File: config.mk
export PLATFORM = sky130hd
export DESIGN_NAME = cbm2_cycle_sequencer_flat
export DESIGN_NICKNAME = d
export VERILOG_FILES = /design/src/rtl/cbm2_cycle_sequencer_if.sv /design/src/rtl/cbm2_cycle_sequencer.sv /design/src/flat_wrapper.sv
export SDC_FILE = /design/constraint.sdc
export NUM_CORES = 1
export LEC_CHECK = 0
export CORE_ASPECT_RATIO = 0.9
export CORE_MARGIN = 4
export CORE_UTILIZATION = 45
export DETAILED_ROUTE_END_ITERATION = 8
export GPL_TIMING_DRIVEN = 0
export PLACE_DENSITY = 0.84
export SYNTH_ARGS = -nofsm -noshare
export SYNTH_HDL_FRONTEND = slang
export SYNTH_SLANG_ARGS = --single-unit
File: constraint.sdc
create_clock -name clk_sys -period 2 [get_ports clk_sys]
set_input_delay 0.3 -clock clk_sys [delete_from_list [all_inputs] [get_ports clk_sys]]
set_output_delay 0.3 -clock clk_sys [all_outputs]
set_load 0.05 [all_outputs]
File: src/rtl/cbm2_cycle_sequencer_if.sv
// cbm2_cycle_sequencer_if: system bus timing bundle between the cycle sequencer
// and the chips that consume its strobes.
//   Configuration inputs : model, turbo, ipc_en, pause
//   Slot qualifiers      : cs_ram, cs_slow, cpu_we
//   Slot / frame state   : cycle[4:0], phase, io_cycle, cpu_cycle, cop_cycle, vid_cycle
//   Single-clock enables : en_cpu, en_cop, en_vid, en_io_n, en_io_p, en_pixel
//   SDRAM / system       : ram_ce, ram_we, refresh, pause_out, sys_reset
// master = sequencer side, slave = consumer side.
interface cbm2_cycle_sequencer_if;
    logic       model;
    logic       turbo;
    logic       ipc_en;
    logic       pause;
    logic       cs_ram;
    logic       cs_slow;
    logic       cpu_we;

    logic [4:0] cycle;
    logic       phase;
    logic       io_cycle;
    logic       cpu_cycle;
    logic       cop_cycle;
    logic       vid_cycle;
    logic       en_cpu;
    logic       en_cop;
    logic       en_vid;
    logic       en_io_n;
    logic       en_io_p;
    logic       en_pixel;
    logic       ram_ce;
    logic       ram_we;
    logic       refresh;
    logic       pause_out;
    logic       sys_reset;

    modport master (
        input  model, turbo, ipc_en, pause, cs_ram, cs_slow, cpu_we,
        output cycle, phase, io_cycle, cpu_cycle, cop_cycle, vid_cycle,
        output en_cpu, en_cop, en_vid, en_io_n, en_io_p, en_pixel,
        output ram_ce, ram_we, refresh, pause_out, sys_reset
    );

    modport slave (
        output model, turbo, ipc_en, pause, cs_ram, cs_slow, cpu_we,
        input  cycle, phase, io_cycle, cpu_cycle, cop_cycle, vid_cycle,
        input  en_cpu, en_cop, en_vid, en_io_n, en_io_p, en_pixel,
        input  ram_ce, ram_we, refresh, pause_out, sys_reset
    );
endinterface

File: src/rtl/cbm2_cycle_sequencer.sv
// cbm2_cycle_sequencer: master time-slot sequencer for the CBM-II system bus and
// shared SDRAM port. Splits clk_sys into a repeating frame of 4-clock slots
// (EXT 0-3, CPU 4-7, COP 8-11, VID 12-15, plus NOP 16-17 on Business models) and
// derives every bus enable, SDRAM strobe, refresh pulse, pause gate and the
// synchronised system reset from it.
// Ports:
//   clk_sys  system clock
//   reset_n  asynchronous active-low reset
//   bus      cbm2_cycle_sequencer_if.master (inputs model/turbo/ipc_en/pause/
//            cs_ram/cs_slow/cpu_we, all slot and strobe outputs)
// Parameter: RFSH_FRAMES frames per refresh period (power of 2, >= 2).
// Optional feature macro: CBM2_SEQ_TURBO_EN enables 2 MHz CPU/COP slots on the
// Professional model when turbo is requested and VIC/SID is not selected.
module cbm2_cycle_sequencer #(
    parameter int unsigned RFSH_FRAMES = 8
) (
    input  logic                   clk_sys,
    input  logic                   reset_n,
    cbm2_cycle_sequencer_if.master bus
);
    localparam int unsigned RW = $clog2(RFSH_FRAMES);
    localparam int unsigned CW = 5;
    localparam logic [CW-1:0] END_PRO = CW'(15);
    localparam logic [CW-1:0] END_BUS = CW'(17);

    logic [CW-1:0] cnt;
    logic [RW-1:0] rfsh_cnt;
    logic [1:0]    pix;
    logic          phase_q;
    logic          sys_en;
    logic          sys_reset_q;
    logic          refresh_q;

    logic [CW-1:0] end_val;
    logic [CW-1:0] cyc;
    logic          frame_end;
    logic          rfsh_zero;
    logic          pix_clr;
    logic          fast;
    logic          act;

    // Frame boundary and pause-gated slot index
    always_comb begin : frame_decode
        end_val   = bus.model ? END_BUS : END_PRO;
        // >= rather than == so a mid-frame switch to the shorter frame still wraps
        frame_end = (cnt >= end_val);
        rfsh_zero = (rfsh_cnt == '0);
        cyc       = sys_en ? cnt : '0;
        pix_clr   = sys_reset_q | ~sys_en | (cyc == end_val);
    end

    // Free-running slot counter
    always_ff @(posedge clk_sys or negedge reset_n) begin : slot_counter
        if (!reset_n) begin
            cnt <= '0;
        end else if (frame_end) begin
            cnt <= '0;
        end else begin
            cnt <= cnt + CW'(1);
        end
    end

    // Per-frame state: phase, refresh period, pause gate, reset synchroniser
    always_ff @(posedge clk_sys or negedge reset_n) begin : frame_state
        if (!reset_n) begin
            phase_q     <= 1'b0;
            rfsh_cnt    <= '0;
            sys_en      <= 1'b0;
            sys_reset_q <= 1'b1;
            refresh_q   <= 1'b0;
        end else begin
            refresh_q <= frame_end & rfsh_zero;
            if (frame_end) begin
                phase_q     <= ~phase_q;
                rfsh_cnt    <= rfsh_cnt + RW'(1);
                // reset_n is high in this branch, so the synchronised reset clears
                sys_reset_q <= 1'b0;
                // pause is only sampled on refresh-period boundaries
                if (rfsh_zero) begin
                    sys_en <= ~bus.pause;
                end
            end
        end
    end

    // Pixel divider, realigned to the frame and held while paused or in reset
    always_ff @(posedge clk_sys or negedge reset_n) begin : pixel_counter
        if (!reset_n) begin
            pix <= '0;
        end else if (pix_clr) begin
            pix <= '0;
        end else begin
            pix <= pix + 2'd1;
        end
    end

`ifdef CBM2_SEQ_TURBO_EN
    // Professional runs at 2 MHz when turbo is requested, except for VIC/SID accesses
    always_comb begin : speed_select
        fast = bus.model | (bus.turbo & ~bus.cs_slow);
    end
`else
    logic unused_turbo;
    assign unused_turbo = bus.turbo ^ bus.cs_slow;

    always_comb begin : speed_select
        fast = bus.model;
    end
`endif

    // CPU/COP slots run every frame when fast, otherwise only in odd frames
    always_comb begin : slot_active
        act = phase_q | fast;
    end

    // Slot qualifiers, enables and SDRAM strobes decoded from the gated slot index
    always_comb begin : slot_decode
        bus.cycle     = cyc;
        bus.phase     = phase_q;
        bus.io_cycle  = (cyc <= CW'(3)) & (rfsh_cnt != RW'(1));
        bus.cpu_cycle = (cyc >= CW'(4)) & (cyc <= CW'(7)) & act;
        bus.cop_cycle = (cyc >= CW'(8)) & (cyc <= CW'(11)) & act;
        bus.vid_cycle = (cyc >= CW'(12)) & (cyc <= CW'(15));
        bus.en_io_n   = (cyc == CW'(6)) & act;
        bus.en_cpu    = (cyc == CW'(7)) & act;
        bus.en_io_p   = (cyc == CW'(8)) & act;
        bus.en_cop    = (cyc == CW'(11)) & bus.ipc_en;
        bus.en_vid    = (cyc == CW'(15));
        bus.en_pixel  = (pix == 2'd3) & ~bus.model;
        bus.ram_ce    = bus.cs_ram & (((cyc == CW'(4)) & act)
                                    | ((cyc == CW'(8)) & bus.ipc_en)
                                    | (cyc == CW'(12)));
        bus.ram_we    = bus.cpu_we & bus.cpu_cycle;
        bus.refresh   = refresh_q;
        bus.pause_out = ~sys_en;
        bus.sys_reset = sys_reset_q;
    end
endmodule

File: src/flat_wrapper.sv
// flat-port wrapper written by rule: the top's interface ports become plain ports
module cbm2_cycle_sequencer_flat 
#(
    parameter int unsigned RFSH_FRAMES = 8
)
  (clk_sys, reset_n, bus_model, bus_turbo, bus_ipc_en, bus_pause, bus_cs_ram, bus_cs_slow, bus_cpu_we, bus_cycle, bus_phase, bus_io_cycle, bus_cpu_cycle, bus_cop_cycle, bus_vid_cycle, bus_en_cpu, bus_en_cop, bus_en_vid, bus_en_io_n, bus_en_io_p, bus_en_pixel, bus_ram_ce, bus_ram_we, bus_refresh, bus_pause_out, bus_sys_reset);
  cbm2_cycle_sequencer_if bus_i ();
  input  logic clk_sys;
  input  logic reset_n;
  input wire logic [$bits(bus_i.model)-1:0] bus_model;
  input wire logic [$bits(bus_i.turbo)-1:0] bus_turbo;
  input wire logic [$bits(bus_i.ipc_en)-1:0] bus_ipc_en;
  input wire logic [$bits(bus_i.pause)-1:0] bus_pause;
  input wire logic [$bits(bus_i.cs_ram)-1:0] bus_cs_ram;
  input wire logic [$bits(bus_i.cs_slow)-1:0] bus_cs_slow;
  input wire logic [$bits(bus_i.cpu_we)-1:0] bus_cpu_we;
  output wire logic [$bits(bus_i.cycle)-1:0] bus_cycle;
  output wire logic [$bits(bus_i.phase)-1:0] bus_phase;
  output wire logic [$bits(bus_i.io_cycle)-1:0] bus_io_cycle;
  output wire logic [$bits(bus_i.cpu_cycle)-1:0] bus_cpu_cycle;
  output wire logic [$bits(bus_i.cop_cycle)-1:0] bus_cop_cycle;
  output wire logic [$bits(bus_i.vid_cycle)-1:0] bus_vid_cycle;
  output wire logic [$bits(bus_i.en_cpu)-1:0] bus_en_cpu;
  output wire logic [$bits(bus_i.en_cop)-1:0] bus_en_cop;
  output wire logic [$bits(bus_i.en_vid)-1:0] bus_en_vid;
  output wire logic [$bits(bus_i.en_io_n)-1:0] bus_en_io_n;
  output wire logic [$bits(bus_i.en_io_p)-1:0] bus_en_io_p;
  output wire logic [$bits(bus_i.en_pixel)-1:0] bus_en_pixel;
  output wire logic [$bits(bus_i.ram_ce)-1:0] bus_ram_ce;
  output wire logic [$bits(bus_i.ram_we)-1:0] bus_ram_we;
  output wire logic [$bits(bus_i.refresh)-1:0] bus_refresh;
  output wire logic [$bits(bus_i.pause_out)-1:0] bus_pause_out;
  output wire logic [$bits(bus_i.sys_reset)-1:0] bus_sys_reset;
  assign bus_i.model = bus_model;
  assign bus_i.turbo = bus_turbo;
  assign bus_i.ipc_en = bus_ipc_en;
  assign bus_i.pause = bus_pause;
  assign bus_i.cs_ram = bus_cs_ram;
  assign bus_i.cs_slow = bus_cs_slow;
  assign bus_i.cpu_we = bus_cpu_we;
  assign bus_cycle = bus_i.cycle;
  assign bus_phase = bus_i.phase;
  assign bus_io_cycle = bus_i.io_cycle;
  assign bus_cpu_cycle = bus_i.cpu_cycle;
  assign bus_cop_cycle = bus_i.cop_cycle;
  assign bus_vid_cycle = bus_i.vid_cycle;
  assign bus_en_cpu = bus_i.en_cpu;
  assign bus_en_cop = bus_i.en_cop;
  assign bus_en_vid = bus_i.en_vid;
  assign bus_en_io_n = bus_i.en_io_n;
  assign bus_en_io_p = bus_i.en_io_p;
  assign bus_en_pixel = bus_i.en_pixel;
  assign bus_ram_ce = bus_i.ram_ce;
  assign bus_ram_we = bus_i.ram_we;
  assign bus_refresh = bus_i.refresh;
  assign bus_pause_out = bus_i.pause_out;
  assign bus_sys_reset = bus_i.sys_reset;
  cbm2_cycle_sequencer #(.RFSH_FRAMES(RFSH_FRAMES)) u_core (.clk_sys(clk_sys), .reset_n(reset_n), .bus(bus_i));
endmodule
==> results of run 1 <==
-- layout by cell type (no fill, tap or decap), types with 2 or more instances in the layout --
| cell type | instances |
|---|---|
| inv_1 | 9 |
| ha_1 | 9 |
| dfrtp_1 | 9 |
| nor2_1 | 8 |
| clkdlybuf4s50_1 | 8 |
| buf_4 | 7 |
| dlygate4sd2_1 | 7 |
| and2_1 | 5 |
| xnor2_1 | 4 |
| dfrtp_2 | 4 |
| nand3_1 | 3 |
| nand2_1 | 3 |
| nor4b_4 | 3 |
| clkbuf_4 | 3 |
| clkdlybuf4s15_2 | 3 |
| buf_6 | 2 |
| and2_2 | 2 |
| a21oi_1 | 2 |
| xor2_1 | 2 |
| a2111oi_1 | 2 |
| nor2b_1 | 2 |
| o21ai_0 | 2 |
| o21ai_1 | 2 |
| buf_2 | 2 |
-- area by class of cell --
type	count	area (um^2)	area share
Buffer	2	18.8	0.0141
Sequential cell	14	357	0.268
Multi-Input combinational cell	67	599	0.450
Tap cell	25	31.3	0.0235
Inverter	9	33.8	0.0254
Clock buffer	4	36.3	0.0272
Timing Repair Buffer	29	256	0.192
-- synthesized netlist by cell type, types with 2 or more instances --
cell and instances:
nor2_1 9, nor2b_1 2, dfrtp_1 13, nor4b_2 2
inv_1 9, a2111oi_1 2, ha_1 9, nand2_1 3
and2_1 7, xor2_1 2, a21oi_1 2, xnor2_1 4
o21ai_0 2, nand3_1 3, o21ai_1 2
-- per-layer routing --
| layer | track usage | vias up | share of wire |
|---|---|---|---|
| li1 | - | 385 | - |
| met5 | 0 | - | 0 |
| met2 | 0.295 | 20 | 0.53 |
| met1 | 0.224 | 393 | 0.42 |
| met3 | 0.0505 | 2 | 0.049 |
| met4 | 0.0553 | 0 | 0.0053 |
-- report_power, final --
group / switching [mW] / internal (mW)
sequential: 0.173 / 0.417
combinational: 0.982 / 0.573
clock: 0.0959 / 0.111
total: 1.25 / 1.10
-- repair_timing --
action                                  CTS  global route
buffers inserted                          0             2
endpoints found under the setup margin   18            11
gates resized for setup                  60             7
hold buffers                              0             0
-- path summary, 6_finish.rpt --
path                                 startpoint                 end  slack, ns  depth (start not counted)
max                        u_core.bus.sys_reset       bus_sys_reset       0.06                          1
min                                     reset_n  u_core.rfsh_cnt[0]       0.41                          1
max reg2reg                       u_core.cnt[4]       u_core.cnt[1]       0.36                          6
min reg2reg                       u_core.pix[0]       u_core.pix[0]       0.45                          1
max in group asynchronous               reset_n    u_core.bus.phase       1.14                          1
min in group clk_sys              u_core.pix[0]       u_core.pix[0]       0.45                          1
-- registers in the layout, summed over array words and instances, names as in the netlist --
register              flops
u_core.cnt                5
u_core.pix                2
u_core.sys_en             1
u_core.rfsh_cnt           3
u_core.bus.sys_reset      1
u_core.bus.refresh        1
u_core.bus.phase          1
-- cell families after synthesis --
kind of cell,after synthesis,synth area share
fa+ha+maj,9,0.122
buf+inv,11,0.0568
xor+xnor,6,0.0568
mux,1,0.0108
compound gates,13,0.112
flops,14,0.380
simple gates,38,0.262
==> metrics.yaml, run 1 <==
worstPathRequired_ns: 1.70
ys_ff_latch: 14
min_period_over_period: 0.972
cpLargestDelayFamily: "buffers and inverters"
finalWorstSetupSlack_ns: 0.0558
root_buffer: "clkbuf_4"
die-width_um: 55.8
cts.sinks: 14
synth_ff_type: "dfrtp_1"
setup_viol: 0
grt_pass1_vias: 828
tritoncts.num_buffers: 3
core_region_area_um2: 1930
grt_max_degree: 15
start_kind: "register"
grt_overflow: 0
outcome: "finished clean"
die_y_um: 51.0
skew_ns: 0.00187
synth_cell_type_count: 36
worstSetupPathType: "reg2out"
start_util: 0.479
placementRows: 15
stdcell_area_um2: 1330
place_area_um2: 1310
hp-class: "in2async"
h-tree-depth: 1
synth_edf_count: 0
clkTransAtPathRegs_ns: 0.09
synth_nets: 110
routed_via_density: 5.33
ir_drop_mv: 0.949
yosysWarnings: 0
drive_gt1_frac: 0.336
worst_slew_pin_slew_ns: 0.642
whs_ns: 0.409
fin_util: 0.689
slowest_stage: "clkdlybuf4s50_1"
antenna_found_initial: 0
num_antenna_cells: 0
max_freq_mhz: 514
maxCapViolCount: 0
detail_route.first_pass.iterations: 4
drt-initial-drc-count: 7
final_max_slew_viol_count: 0
wl_um: 2280
io-pin-count: 30
fp.dieArea_um2: 2850
nets: 144
avgRoutedWirePerCell_um: 15.2
tns_ns: 0
grt_pass1_wl_um: 3920
async_flop_share: 1.00
worstPathCellList: "clkdlybuf4s50_1"
grt_usage: 0.177
clock_path_buffers: 2
cts_tree: "yes"
end_kind: "output pin"
ys_top_cells_by_area: "dfrtp_1 35%, ha_1 12%, and2_1 4.7%"
place.gp.congestion: 0.765
vias: 800
synthesis.area_um2: 926
portBuffers: 27
total_power_mw: 2.35
route.detailed.drc: 0
max_stage_delay_ns: 0.80
power_leakage_nw: 0.616
crit_buf_inv: 1
slew_headroom: 0.571
synth-seq-area-share: 0.380
preCtsSetupSlack_ns: -0.792
synth_cells: 92
dp.cells: 144
netlist.area_leader.share: 0.351
area_growth_pct: 43.9
power_density_nw_per_um2: 1760
finalCriticalPeriod_ns: 1.94
dp_hpwl_um: 1660
final_cells: 150
ant_nets: 0
yosysTopAreaCell: "dfrtp_1"
insertion_delay_ns: 0.28
worst-path-max-fanout: 4
arrival_ns: 1.64
hold_violations: 0
fillers: 151
syn_avg_cell_area_um2: 10.1
No activity file was read; power rests on OpenSTA's default activity.
==> run 2: changes to the inputs <==
--- a/config.mk
+++ b/config.mk
@@ -8,6 +8,7 @@
 export CORE_ASPECT_RATIO = 0.9
 export CORE_MARGIN = 4
 export CORE_UTILIZATION = 45
+export CTS_CLUSTER_SIZE = 20
 export DETAILED_ROUTE_END_ITERATION = 8
 export GPL_TIMING_DRIVEN = 0
 export PLACE_DENSITY = 0.84
==> results of run 2 <==
The final DEF is identical to that of run 1; final timing and power are the same.
==> run 3: changes to the inputs <==
--- a/config.mk
+++ b/config.mk
@@ -7,11 +7,12 @@
 export LEC_CHECK = 0
 export CORE_ASPECT_RATIO = 0.9
 export CORE_MARGIN = 4
-export CORE_UTILIZATION = 45
+export CORE_UTILIZATION = 47
+export CTS_BUF_LIST = sky130_fd_sc_hd__clkbuf_4
 export CTS_CLUSTER_SIZE = 20
 export DETAILED_ROUTE_END_ITERATION = 8
 export GPL_TIMING_DRIVEN = 0
-export PLACE_DENSITY = 0.84
+export PLACE_DENSITY = 0.87
 export SYNTH_ARGS = -nofsm -noshare
 export SYNTH_HDL_FRONTEND = slang
 export SYNTH_SLANG_ARGS = --single-unit
==> run 3 against run 2 <==
Net effect:
- via count shrank 0.88%
- first-iteration DRC count grew to 2.6 times the previous value
- utilization grew 6.3 points
- cell area is essentially flat
- clock-buffer cell count is the same
- flip-flop and latch count is the same
- clock power shrank 14%
- combinational power is essentially flat
- cell count shrank 0.67%
- maximum frequency shrank 1.5%
==> metrics.yaml, run 3 (synthesized netlist as in run 1, its figures left out) <==
outcome: "finished clean"
p_sw_frac: 0.532  # about the same
largest_registers: "u_core.cnt (5), u_core.rfsh_cnt (3), u_core.pix (2)"
max_freq_mhz: 507  # -1.5%
grt_pass1_wl_um: 3890  # -0.71%
p_seq_frac: 0.261  # +0.010
start_kind: "register"
holdBufCountCts: 0  # unchanged
total_power_mw: 2.31  # -1.6%
ir_drop_mv: 1.15  # +21%
min_period_over_period: 0.987  # +0.0144
area_growth_pct: 43.8  # about the same
end_kind: "output pin"
nets: 144  # unchanged
h-tree-depth: 1  # unchanged
skew_ns: 0.0133  # +0.0114 ns
final_cell_mix: "9 x inv_1, 9 x ha_1, 9 x dfrtp_1, 8 x nor2_1, 8 x clkdlybuf4s50_1"
insertion_delay_ns: 0.28  # about the same
grt_overflow: 0  # unchanged
routed_via_density: 5.32  # -0.21%
clkTransAtPathRegs_ns: 0.09  # about the same
hold_violations: 0  # unchanged
grt_max_degree: 15  # unchanged
worst-path-max-fanout: 7  # +3
placementRows: 14  # -1
maxCapViolCount: 0  # unchanged
io-pin-count: 30  # unchanged
start_util: 0.523  # +0.0444
clkPwrFrac: 0.076  # -0.012
drive_gt1_frac: 0.344  # +0.00800
core_region_area_um2: 1770  # -8.5%
cts.sinks: 14  # unchanged
wl_um: 2280  # -0.18%
num_antenna_cells: 0  # unchanged
place_area_um2: 1310  # about the same
internal_power_mw: 1.08  # -1.6%
fillers: 134  # -11%
dp.cells: 143  # -0.69%
cts_tree: "yes"
final_cells: 149  # -0.67%
largest_reg_flops: 5  # unchanged
hp-class: "in2async"
route.detailed.drc: 0  # unchanged
clock_path_buffers: 2  # unchanged
fin_util: 0.752  # +0.0632
worstSetupStartpoint: "u_core.cnt[4]"
power_leakage_nw: 0.613  # -0.46%
die-width_um: 54.8  # -1.8%
whs_ns: 0.397  # -0.0121 ns
rsz0062_at_grt: "false"
place.gp.congestion: 0.776  # +1.4%
p_switching_mw: 1.23  # -1.6%
combinationalPowerShare: 0.663  # +0.002
finalCriticalPeriod_ns: 1.97  # +0.0289 ns
detail_route.first_pass.iterations: 4  # unchanged
tritoncts.num_buffers: 3  # unchanged
setup_viol: 0  # unchanged
avgRoutedWirePerCell_um: 15.3  # +0.49%
dp_hpwl_um: 1810  # +8.7%
worstSetupPathType: "reg2out"
final_max_slew_viol_count: 0  # unchanged
worstPathRequired_ns: 1.70  # about the same
finalWorstSetupSlack_ns: 0.0270  # -0.0289 ns
root_buffer: "clkbuf_4"
drt-initial-drc-count: 18  # +11
ant_nets: 0  # unchanged
crit-reg2reg-launch: "u_core.cnt[1]"
slew_headroom: 0.590  # +0.0190
portBuffers: 27  # unchanged
power_density_nw_per_um2: 1740  # -1.5%
stdcell_area_um2: 1330  # about the same
worst_slew_pin_slew_ns: 0.613  # -0.0284 ns
grt_pass1_vias: 829  # +0.12%
vias: 793  # -0.88%
arrival_ns: 1.67  # +0.03 ns
largest_register: "u_core.cnt"
grt_usage: 0.196  # +0.0190
preCtsSetupSlack_ns: -0.774  # +0.0176 ns
tns_ns: 0  # unchanged
die_y_um: 50.1  # -1.8%
antenna_found_initial: 0  # unchanged
fp.dieArea_um2: 2750  # -3.6%
run 3: changes by cell type in the layout (fill, tap and decap cells not counted):
cell	delta
clkdlybuf4s18_2	+1
clkbuf_8	-1
clkdlybuf4s15_1	-1
buf_2	-1
buf_4	-2
clkbuf_4	+3
buf_6	+1
run 3: worst max-delay path, stage by stage, from the launching register on:
cell and delay [ns]:
dfrtp_2 0.47, nand2b_4 0.20, nor4b_4 0.31, a21boi_4 0.24, buf_6 0.17
run 3: power by group through the flow:
stage | Clock, mW | Sequential, mW | Combinational (mW)
after floorplan | 0 | 0.590 | 1.14
after global placement | 0 | 0.583 | 1.53
after detailed placement | 0 | 0.603 | 1.57
after CTS | 0.181 | 0.602 | 1.50
after global routing | 0.197 | 0.623 | 1.66
final | 0.177 | 0.603 | 1.53
run 3: metal layers:
layer  track usage  vias up  part of all wire
li1              -      383                 -
met1         0.237      394              0.40
met2         0.350       14              0.56
met3        0.0482        2             0.030
met4        0.0249        0            0.0022
met5             0        -                 0
run 3: final cells by class:
type,count,area (um^2),area share
multi-input cells,67,599,0.450
flip-flops and latches,14,357,0.268
repair buffers,29,259,0.195
inverters,9,33.8,0.0254
clock buffers,4,30.0,0.0226
well taps,24,30.0,0.0226
plain buffers,2,22.5,0.0169
run 3: worst paths after layout:
path                       depth (start not counted)                to  slack, ns
setup / recovery                                   4       bus_en_io_p       0.03
hold / removal                                     1     u_core.cnt[2]       0.40
setup reg to reg                                   5     u_core.sys_en       0.42
hold reg to reg                                    1     u_core.pix[0]       0.45
max in group asynchronous                          1  u_core.bus.phase       1.16
min in group clk_sys                               1     u_core.pix[0]       0.45
run 3: timing repair:
item | CTS | global route
buffers inserted | 0 | 2
setup endpoints to repair | 18 | 10
resized for setup | 61 | 10
